### src/rtl/mem_access_unit.sv
// Load/store unit: one outstanding word-bus access per operation,
// with lane steering on stores and align/extend on loads.
module mem_access_unit #(
  parameter int ADDR_W = 32,
  parameter int DATA_W = 32
) (
  input  logic              clk,
  input  logic              reset_n,
  input  logic              issue_valid,
  output logic              issue_ready,
  input  logic              mem_op,
  input  logic [1:0]        access_size,
  input  logic              read_unsigned,
  input  logic [ADDR_W-1:0] addr,
  input  logic [DATA_W-1:0] store_data,
  output logic              bus_req,
  output logic              bus_we,
  output logic [ADDR_W-1:0] bus_addr,
  output logic [3:0]        bus_be,
  output logic [DATA_W-1:0] bus_wdata,
  input  logic              bus_ack,
  input  logic [DATA_W-1:0] bus_rdata,
  output logic              result_valid,
  input  logic              result_ready,
  output logic [DATA_W-1:0] result_data,
  output logic              result_err
);

  typedef enum logic [1:0] {
    IDLE,
    BUS,
    RESP
  } state_t;

  state_t state, state_n;

  logic [1:0]        size_q, size_n;
  logic              uns_q, uns_n;
  logic [1:0]        off_q, off_n;
  logic              req_n, we_n, rv_n, err_n;
  logic [ADDR_W-1:0] baddr_n;
  logic [3:0]        be_n;
  logic [DATA_W-1:0] wdata_n, rdata_n;

  logic              bad;
  logic [3:0]        be_c;
  logic [DATA_W-1:0] wd_c;
  logic [DATA_W-1:0] sh;
  logic [DATA_W-1:0] ext;

  assign issue_ready = (state == IDLE);

  always_comb begin
    bad  = 1'b0;
    be_c = 4'b0000;
    wd_c = '0;
    unique case (access_size)
      2'b00: begin
        be_c = 4'b0001 << addr[1:0];
        wd_c = {4{store_data[7:0]}};
      end
      2'b01: begin
        bad  = addr[0];
        be_c = 4'b0011 << addr[1:0];
        wd_c = {2{store_data[15:0]}};
      end
      2'b10: begin
        bad  = (addr[1:0] != 2'b00);
        be_c = 4'b1111;
        wd_c = store_data;
      end
      default: bad = 1'b1;
    endcase
  end

  // Load alignment uses the offset captured at issue time.
  always_comb begin
    sh  = bus_rdata >> {off_q, 3'b000};
    ext = bus_rdata;
    unique case (size_q)
      2'b00: ext = uns_q ? {24'h0, sh[7:0]}
                         : {{24{sh[7]}}, sh[7:0]};
      2'b01: ext = uns_q ? {16'h0, sh[15:0]}
                         : {{16{sh[15]}}, sh[15:0]};
      default: ext = bus_rdata;
    endcase
  end

  always_comb begin
    state_n = state;
    size_n  = size_q;
    uns_n   = uns_q;
    off_n   = off_q;
    req_n   = bus_req;
    we_n    = bus_we;
    baddr_n = bus_addr;
    be_n    = bus_be;
    wdata_n = bus_wdata;
    rv_n    = result_valid;
    err_n   = result_err;
    rdata_n = result_data;
    unique case (state)
      IDLE: begin
        if (issue_valid) begin
          size_n  = access_size;
          uns_n   = read_unsigned;
          off_n   = addr[1:0];
          rdata_n = '0;
          if (bad) begin
            state_n = RESP;
            rv_n    = 1'b1;
            err_n   = 1'b1;
          end else begin
            state_n = BUS;
            err_n   = 1'b0;
            req_n   = 1'b1;
            we_n    = !mem_op;
            baddr_n = {addr[ADDR_W-1:2], 2'b00};
            be_n    = be_c;
            wdata_n = mem_op ? '0 : wd_c;
          end
        end
      end
      BUS: begin
        if (bus_ack) begin
          state_n = RESP;
          req_n   = 1'b0;
          rv_n    = 1'b1;
          rdata_n = bus_we ? '0 : ext;
        end
      end
      RESP: begin
        if (result_ready) begin
          state_n = IDLE;
          rv_n    = 1'b0;
        end
      end
      default: state_n = IDLE;
    endcase
  end

  always_ff @(posedge clk) begin
    if (!reset_n) begin
      state        <= IDLE;
      size_q       <= 2'b00;
      uns_q        <= 1'b0;
      off_q        <= 2'b00;
      bus_req      <= 1'b0;
      bus_we       <= 1'b0;
      bus_addr     <= '0;
      bus_be       <= 4'b0000;
      bus_wdata    <= '0;
      result_valid <= 1'b0;
      result_err   <= 1'b0;
      result_data  <= '0;
    end else begin
      state        <= state_n;
      size_q       <= size_n;
      uns_q        <= uns_n;
      off_q        <= off_n;
      bus_req      <= req_n;
      bus_we       <= we_n;
      bus_addr     <= baddr_n;
      bus_be       <= be_n;
      bus_wdata    <= wdata_n;
      result_valid <= rv_n;
      result_err   <= err_n;
      result_data  <= rdata_n;
    end
  end

endmodule

### config.mk
export PLATFORM = sky130hd
export DESIGN_NAME = mem_access_unit
export DESIGN_NICKNAME = d
export VERILOG_FILES = /design/src/rtl/mem_access_unit.sv
export SDC_FILE = /design/constraint.sdc
export NUM_CORES = 1
export LEC_CHECK = 0
export ABC_CLOCK_PERIOD_IN_PS = 5900
export CAP_MARGIN = 5
export CORE_UTILIZATION = 46
export DETAILED_ROUTE_END_ITERATION = 8
export GPL_TIMING_DRIVEN = 0
export PLACE_DENSITY = 0.86
export SLEW_MARGIN = 0
export SYNTH_ARGS = -nofsm -noshare
export SYNTH_HDL_FRONTEND = slang
export SYNTH_SLANG_ARGS = --single-unit
### constraint.sdc
create_clock -name clk -period 5.9 [get_ports clk]
set_input_delay 1.77 -clock clk [delete_from_list [all_inputs] [get_ports clk]]
set_output_delay 1.77 -clock clk [all_outputs]
set_load 0.02 [all_outputs]
* After elaboration in Yosys (flattened, before gate mapping)
Index checks and enable logic that the tools add are counted.
** Word-level totals
- Register bits after elaboration :: 109
- Latch bits :: 0
- Memory bits (writable) :: 0
- ROM bits :: 0
- Input bits :: 105
- Output and inout bits :: 105
- Logic and storage cells :: 65
- Memories :: 0
** Cells by class
- $add $sub $neg :: 0
- Multiply operators :: 0
- Div/mod/pow operators :: 0
- $lt $le $gt $ge :: 0
- Equal/unequal tests :: 10
- Shift operators :: 3
- Mux-type cells :: 26
- Bitwise logic cells :: 1
- Reductions and logical operators :: 13
** Operators with widths (number)
- 2-to-1 mux 32 bit :: 6
- case mux 32 bit (2 select lines) :: 2
- case mux 32 bit (3 select lines) :: 1
- right shift 32 x 5 -> 16 bit :: 1
- case mux 4 bit (3 select lines) :: 1
- AND reduction 3 bit :: 3
- 2-to-1 mux 1 bit :: 8
- 2-to-1 mux 2 bit :: 4
- != test 2 bit (second input constant) :: 4
- equality test 2 x 1 -> 1 bit (second input constant) :: 3
- zero test 2 bit :: 3
- case mux 1 bit (3 select lines) :: 2
- case mux 2 bit (3 select lines) :: 1
- AND reduction 5 bit :: 1
- equality test 2 bit (second input constant) :: 2
- AND reduction 4 bit :: 1
- nonzero test 2 bit :: 2
- << shifter 1 x 2 -> 4 bit (first input constant) :: 1
- << shifter 2 x 2 -> 4 bit (first input constant) :: 1
- nonzero test 3 bit :: 1
- != test 2 x 1 -> 1 bit (second input constant) :: 1
- case mux 1 bit (2 select lines) :: 1
- AND reduction 2 bit :: 1
- zero test 1 bit :: 1
- inverter 1 bit :: 1

* Logic depth before layout (Yosys ltp)
Gate-level depths: netlist of the first run.
- Word-level depth :: 6
- Depth in mapped cells :: 8

* Worst setup path before layout of the first run
Ideal clock, no wire load.
- Path type :: in2reg
- From :: input port access_size[0]
- To :: register bus_wdata[13]
- Library setup time :: 117 ps
- Arrival :: 2977 ps
- Required time :: 5783 ps
- Setup slack :: 2806 ps
- Stages :: 7
- Buffers on the path :: 3
- Cell sequence :: buf_2 > nor3_2 > o21a_1 > buf_2 > nor2_2 > buf_2 > a22o_1
** On the way
- Longest elaborated chain between the ends :: 4
- Elaborated cells on any way between the ends :: 8
- Classes of those cells :: eq/ne (2); mux (3); bitwise (1); reduce/logical (2)
** RTL lines
- start, declared :: line 12 : input logic [1:0] access_size,
- equality test 2 bit, or another cell as far along :: line 57 : unique case (access_size)
- case mux 1 bit (3 select lines) :: line 57
- inverter 1 bit (no line)
- AND reduction 3 bit (no line)
- end signal, assigned :: line 165 : bus_wdata <= wdata_n;
- end, declared :: line 20 : output logic [DATA_W-1:0] bus_wdata,
Parallel ways exist; a longest one is shown, timed or not.
A chain may end at the register's enable or synchronous reset.

* Worst setup path after layout of the first run
- From :: input port addr[0]
- To :: register bus_wdata[6]
** On the way
- Longest elaborated chain between the ends :: 4
** RTL lines
- start, declared :: line 14 : input logic [ADDR_W-1:0] addr,
- nonzero test 2 bit :: line 68 : bad = (addr[1:0] != 2'b00);
- case mux 1 bit (3 select lines) * :: line 57
- inverter 1 bit (no line) *
- AND reduction 3 bit (no line) *
Mark *: on every way between the ends. The rest lies on a longest branch, timed or not.

==> impl_metrics.json, run 1 <==
{
  "synth_ff_type": "dfxtp_1",
  "cp-endpoint": "bus_wdata[6]",
  "die_w_um": 104,
  "die-area_um2": 10900,
  "worstHoldPathType": "reg -> reg",
  "hpwl_um": 11900,
  "arrival_ns": 3.74,
  "synth.avg_cell_area_um2": 9.28,
  "yosysUniqueCellTypes": 48,
  "cp_common_cell": "nor3_2",
  "ios": 210,
  "wirelength_met1_um": 6030,
  "slowest_delay_ns": 0.56,
  "cts_root_buffer": "clkbuf_8",
  "path_buf_inv": 2,
  "tightest_slew_ns": 0.763,
  "path_class": "in -> reg",
  "path_clk_slew_ns": 0.10,
  "ys_ff_latch": 109,
  "fin_util_pct": 72.7,
  "cts_sinks": 109,
  "synth_edf_count": 0,
  "vias": 4936,
  "cp_cell_sequence": "clkdlybuf4s50_1 > nor3_2 > o21ai_4 > nor3_2 > buf_2 > a22o_1",
  "rsz0062_at_grt": "no",
  "path_depth": 6,
  "cts_tree": "built",
  "synthArstFlopShare_pct": 0,
  "worstSetupEndpointType": "flop",
  "synth-seq-area-share_pct": 45.3,
  "hold_depth": 2,
  "dr_wl_met2_um": 7600,
  "tns_ns": 0,
  "drt_iter0_drc": 275,
  "highest_layer": "met4",
  "vias_per_cell": 5.65,
  "cts_made_buffers": 9,
  "path_delay_family": "buffers and inverters",
  "max_freq_mhz": 292,
  "wl_um": 15700,
  "maxCapViolations": 0,
  "synthSimpleGateAreaFrac_pct": 13.1,
  "status": "finished clean",
  "grt_overflow": 0,
  "synthXorXnorAreaFrac_pct": 0,
  "place_congestion": 0.884,
  "core_um2": 9950,
  "worstRegToRegCells": 7,
  "finalCriticalPeriod_ns": 3.43,
  "antenna_left": 0,
  "p_per_area_nw_per_um2": 222,
  "antennaDiodeCount": 0,
  "worstReg2RegEnd": "result_data[12]",
  "synth-compound-area-share_pct": 28.3,
  "synth_top_family_by_area": "compound AO/OA/AOI/OAI gates",
  "port_buffers": 205,
  "drc_errors": 0,
  "ctsResizeCount": 0,
  "avgRoutedWirePerCell_um": 17.9,
  "syn-instance-count": 519,
  "cp.required_ns": 6.21,
  "insertion_delay_ns": 0.37,
  "fin_cells": 874,
  "grt_pass1_wl_um": 24400,
  "chipHeight_um": 104,
  "dp.cells": 858,
  "grt_pass1_vias": 4858,
  "rows": 36,
  "htree_levels": 3,
  "hold_violations": 0,
  "relSlewSlack_pct": 49.2,
  "setup_viol": 0,
  "startpoint_type": "primary input",
  "timing.rr.start": "state[0]",
  "drv_slew": 0,
  "leakagePower_nw": 2.58,
  "cp_max_fo": 10,
  "synth_fa_ha_area_share_pct": 0,
  "cp-startpoint": "addr[0]",
  "muxShareOfSynthArea_pct": 7.56,
  "cts_hold_buf": 0,
  "drive_gt1_share_pct": 9.45,
  "grt_util_all_layers_pct": 28.0,
  "yosysWarnings": 0,
  "grt_antenna_before_repair": 0,
  "vdd_drop_max_mv": 0.122,
  "grt_max_degree": 19,
  "areaGrowthSynthToFinish_pct": 50.2,
  "synth_area_um2": 4820,
  "cts_setup_buffers": 0,
  "start_util_pct": 48.4,
  "skew_ns": 0.0104,
  "regToRegSetupSlack_ns": 3.80,
  "first_pass_iters": 7,
  "finalNetCount": 841,
  "cp_slowest_cell": "clkdlybuf4s50_1",
  "finalCritPeriodShare_pct": 58.1,
  "met3_length_um": 1420,
  "clockBufferDepth": 2
}
## state kept, by name (all words and copies together) (netlist names)
register,count
bus_req,1
bus_be,4
bus_addr,30
size_q,2
result_valid,1
off_q,2
bus_we,1
state,2
result_err,1
bus_wdata,32
uns_q,1
result_data,32
## worst min-delay path: cells and delay by family (launching register included)
| family | cells | cell delay [ns] |
|---|---|---|
| and+or+nand+nor | 1 | 0.05 |
| DFF | 1 | 0.32 |
| AOI/OAI and AO/OA | 1 | 0.05 |
## area by class of cell
cell class / count / area [um2]
sequential: 109 / 2180
clock buffer: 10 / 128
fill: 742 / 2720
multi-input combinational: 358 / 2370
tap: 133 / 166
buffer: 50 / 259
clock inverter: 6 / 68.8
inverter: 3 / 11.3
timing repair buffer: 205 / 2050
## metal layers
metal,vias up,track usage [%]
met4,0,13.1
met1,2301,31.4
met3,52,8.77
met2,273,48.2
met5,-,0
li1,2310,-
## synth_stat cells (4+ instances only)
master / n / area share, %
dfxtp_1: 109 / 45
nand2_1: 70 / 5.5
a21oi_1: 59 / 6.1
a22oi_1: 30 / 4.7
nor2_1: 26 / 2.0
mux2i_1: 24 / 5.0
clkbuf_1: 21 / 1.6
a22o_1: 18 / 3.3
o21bai_1: 16 / 2.5
buf_2: 15 / 1.6
nor2b_1: 11 / 1.4
o21ai_0: 11 / 1.1
mux2_2: 9 / 2.1
o22ai_1: 9 / 1.2
o2bb2ai_1: 9 / 1.6
o2bb2ai_2: 8 / 2.5
a221o_1: 7 / 1.5
nand3b_1: 7 / 1.1
a21o_1: 5 / 0.78
buf_1: 5 / 0.39
buf_6: 5 / 1.2
o21a_1: 5 / 0.78
buf_4: 4 / 0.62
## how the worst min path moves through the flow
stage / start / to / slack (ns)
2_1_floorplan: size_q[1] / result_data[7] / 0.51
3_3_place_gp: bus_addr[2] / bus_addr[2] / 0.44
3_5_place_dp: bus_be[3] / bus_be[3] / 0.44
4_1_cts: bus_be[3] / bus_be[3] / 0.46
5_1_grt: bus_addr[12] / bus_addr[12] / 0.48
6_report: bus_be[3] / bus_be[3] / 0.46
## layout by cell type (no fill, tap or decap), drive strengths merged, types with 3 or more instances in the layout
cell type / count
a22oi: 30
o21ai: 13
nand2: 70
mux2i: 24
o211ai: 3
nand3b: 7
a22o: 18
a21oi: 60
nor2b: 11
o2bb2ai: 17
nor3: 4
o21a: 5
nand3: 3
a21o: 5
o22ai: 9
inv: 5
o21bai: 16
dfxtp: 109
a221o: 7
buf: 29
nor3b: 3
nor2: 27
clkbuf: 31
clkdlybuf4s50: 205
mux2: 9
## power by group
part / internal [W] / switching [W]
sequential: 0.000765 / 0.0000174
clock: 0.000200 / 0.000262
combinational: 0.000177 / 0.000183
## stage by stage
step	setup WS [ns]	cell area [um2]	total power, W	hold WS, ns
4_1_cts	2.49	7230	0.00161	0.457
6_report	2.47	7230	0.00160	0.457
5_1_grt	2.30	7230	0.00167	0.484
3_5_place_dp	2.11	7040	0.00115	0.445
2_1_floorplan	2.81	4820	0.000978	0.507
3_3_place_gp	2.15	7040	0.00114	0.442
## kinds of logic after synthesis
kind of cell           Yosys count
and+or+nand+nor                133
other                            1
buffers and inverters           53
muxes                           34
DFF                            109
AOI/OAI and AO/OA              189
Power figures use the tool's default switching activity.
==> run 2: changes to the inputs <==
--- a/config.mk
+++ b/config.mk
@@ -5,12 +5,12 @@
 export SDC_FILE = /design/constraint.sdc
 export NUM_CORES = 1
 export LEC_CHECK = 0
-export ABC_CLOCK_PERIOD_IN_PS = 5900
+export ABC_CLOCK_PERIOD_IN_PS = 3300
 export CAP_MARGIN = 5
-export CORE_UTILIZATION = 46
+export CORE_UTILIZATION = 42
 export DETAILED_ROUTE_END_ITERATION = 8
 export GPL_TIMING_DRIVEN = 0
-export PLACE_DENSITY = 0.86
+export PLACE_DENSITY = 0.8
 export SLEW_MARGIN = 0
 export SYNTH_ARGS = -nofsm -noshare
 export SYNTH_HDL_FRONTEND = slang
==> constraint.sdc (replaced) <==
create_clock -name clk -period 3.3 [get_ports clk]
set_input_delay 0.99 -clock clk [delete_from_list [all_inputs] [get_ports clk]]
set_output_delay 0.99 -clock clk [all_outputs]
set_load 0.02 [all_outputs]
==> impl_metrics.json, run 2 (synthesis gave the netlist of run 1 again) <==
{
  "tightest_slew_ns": 0.770,
  "maxCapViolations": 0,
  "port_buffers": 205,
  "swShare_pct": 27.6,
  "grt_overflow": 0,
  "hpwl_um": 11900,
  "status": "finished clean",
  "clockBufferDepth": 2,
  "tns_ns": 0,
  "rows": 38,
  "relSlewSlack_pct": 48.7,
  "cts_tree": "built",
  "met2_usage_pct": 46.0,
  "timing.rr.start": "state[0]",
  "grt_util_all_layers_pct": 26.2,
  "cp_slowest_cell": "clkdlybuf4s50_1",
  "vias_per_cell": 5.54,
  "p_switching_w": 0.000875,
  "hold_violations": 0,
  "power.internal_w": 0.00230,
  "design_area_um2": 7360,
  "die_w_um": 109,
  "placed_area_um2": 7050,
  "areaGrowthSynthToFinish_pct": 52.8,
  "hold_start": "bus_be[1]",
  "worstSetupEndpointType": "flop",
  "avgRoutedWirePerCell_um": 17.8,
  "grt_busiest_layer": "met2",
  "finalNetCount": 841,
  "max_freq_mhz": 372,
  "worstHoldPathType": "reg -> reg",
  "drc_errors": 0,
  "cts_root_buffer": "clkbuf_16",
  "path_delay_family": "buffers and inverters",
  "drive_gt1_share_pct": 9.58,
  "leakagePower_nw": 2.63,
  "insertion_delay_ns": 0.34,
  "grt_use_met3_pct": 6.58,
  "worstHoldEndpoint": "bus_be[1]",
  "ios": 210,
  "antenna_left": 0,
  "cp_max_fo": 10,
  "wl_um": 15700,
  "combPwrFrac_pct": 20.2,
  "worstRegToRegCells": 7,
  "cp.required_ns": 3.54,
  "core_um2": 11000,
  "die-area_um2": 11900,
  "antennaDiodeCount": 0,
  "grt_pass1_wl_um": 24100,
  "rsz0062_at_grt": "no",
  "path_buf_inv": 3,
  "p_seq_share_pct": 44.1,
  "top_regs": "bus_wdata (32), result_data (32), bus_addr (30)",
  "final_cell_mix": "clkdlybuf4s50_1, dfxtp_1, nand2_1, a21oi_1, a22oi_1",
  "drt_iter0_drc": 241,
  "vdd_drop_max_mv": 0.356,
  "hold_depth": 2,
  "finalCriticalPeriod_ns": 2.69,
  "drv_slew": 0,
  "cts_setup_buffers": 0,
  "layout.cells.most_common": "clkdlybuf4s50_1",
  "grt_max_degree": 19,
  "start_util_pct": 43.8,
  "ctsResizeCount": 0,
  "startpoint_type": "primary input",
  "vias": 4880,
  "finalCritPeriodShare_pct": 81.5,
  "skew_ns": 0.00950,
  "clkPwrFrac_pct": 35.7,
  "chipHeight_um": 109,
  "slowest_delay_ns": 0.57,
  "first_pass_iters": 4,
  "met1_usage_pct": 29.9,
  "path_clk_slew_ns": 0.08,
  "cts_hold_buf": 0,
  "cp_cell_sequence": "clkdlybuf4s50_1 > nor3_2 > o21a_1 > buf_2 > nor2_2 > buf_2 > a22o_1",
  "regToRegSetupSlack_ns": 1.30,
  "place_congestion": 0.854,
  "grt_pass1_vias": 4904,
  "htree_levels": 3,
  "cts_made_buffers": 9,
  "setup_viol": 0,
  "worstReg2RegEnd": "result_data[12]",
  "cp_common_cell": "buf_2",
  "cts_sinks": 109,
  "p_per_area_nw_per_um2": 432,
  "arrival_ns": 2.93,
  "path_class": "in -> reg",
  "grt_antenna_before_repair": 0
}
## run 2: cell count changes in the layout (fill, tap and decap cells not counted), sizes merged
| cell | before | now |
|---|---|---|
| clkinvlp | 1 | 2 |
| inv | 5 | 4 |
## run 2: metal layers
layer	vias up	share of wire, %
met2	241	48
met5	-	0
li1	2308	-
met3	34	8.7
met1	2297	40
met4	0	2.9
## run 2: layout make-up
class / instances / area [um2]
well taps: 140 / 175
plain buffers: 50 / 259
fillers: 885 / 3630
clock buffers: 10 / 239
inverters: 3 / 11.3
multi-input cells: 358 / 2370
repair buffers: 205 / 2050
flip-flops and latches: 109 / 2180
clock inverters: 6 / 71.3
## run 2: power by group through the flow
| stage | logic (W) | registers [W] | clock network (W) |
|---|---|---|---|
| after floorplan | 0.000268 | 0.00148 | 0 |
| after global placement | 0.000625 | 0.00143 | 0 |
| after detailed placement | 0.000638 | 0.00143 | 0 |
| after CTS | 0.000641 | 0.00140 | 0.00114 |
| after global routing | 0.000687 | 0.00141 | 0.00119 |
| final | 0.000642 | 0.00140 | 0.00113 |
## run 2: worst max path at each step
| stage | depth (start not counted) | start | endpoint |
|---|---|---|---|
| finish | 7 | addr[1] | bus_wdata[14] |
| global route | 6 | addr[0] | bus_wdata[6] |
| CTS | 7 | addr[1] | bus_wdata[14] |
| detailed placement | 7 | addr[1] | bus_wdata[14] |
| global placement | 7 | addr[1] | bus_wdata[14] |
| floorplan | 7 | access_size[0] | bus_wdata[13] |
## run 2: per-stage QoR
step	setup WS, ns	hold slack [ns]	instances	power [W]	utilization, %
final	0.610	0.457	881	0.00317	67.0
after CTS	0.589	0.459	881	0.00318	67.0
after detailed placement	0.228	0.447	865	0.00207	64.2
after global routing	0.496	0.485	881	0.00328	67.0
after floorplan	0.986	0.507	520	0.00175	-
after global placement	0.284	0.441	865	0.00205	64.2
## run 2: worst register-to-register path, stage by stage (launching register included)
cell and delay [ns]:
dfxtp_1 0.31, buf_2 0.18, mux2i_1 0.24, or2_2 0.13, clkbuf_1 0.31, clkbuf_1 0.42, a22oi_1 0.17, o22ai_1 0.17
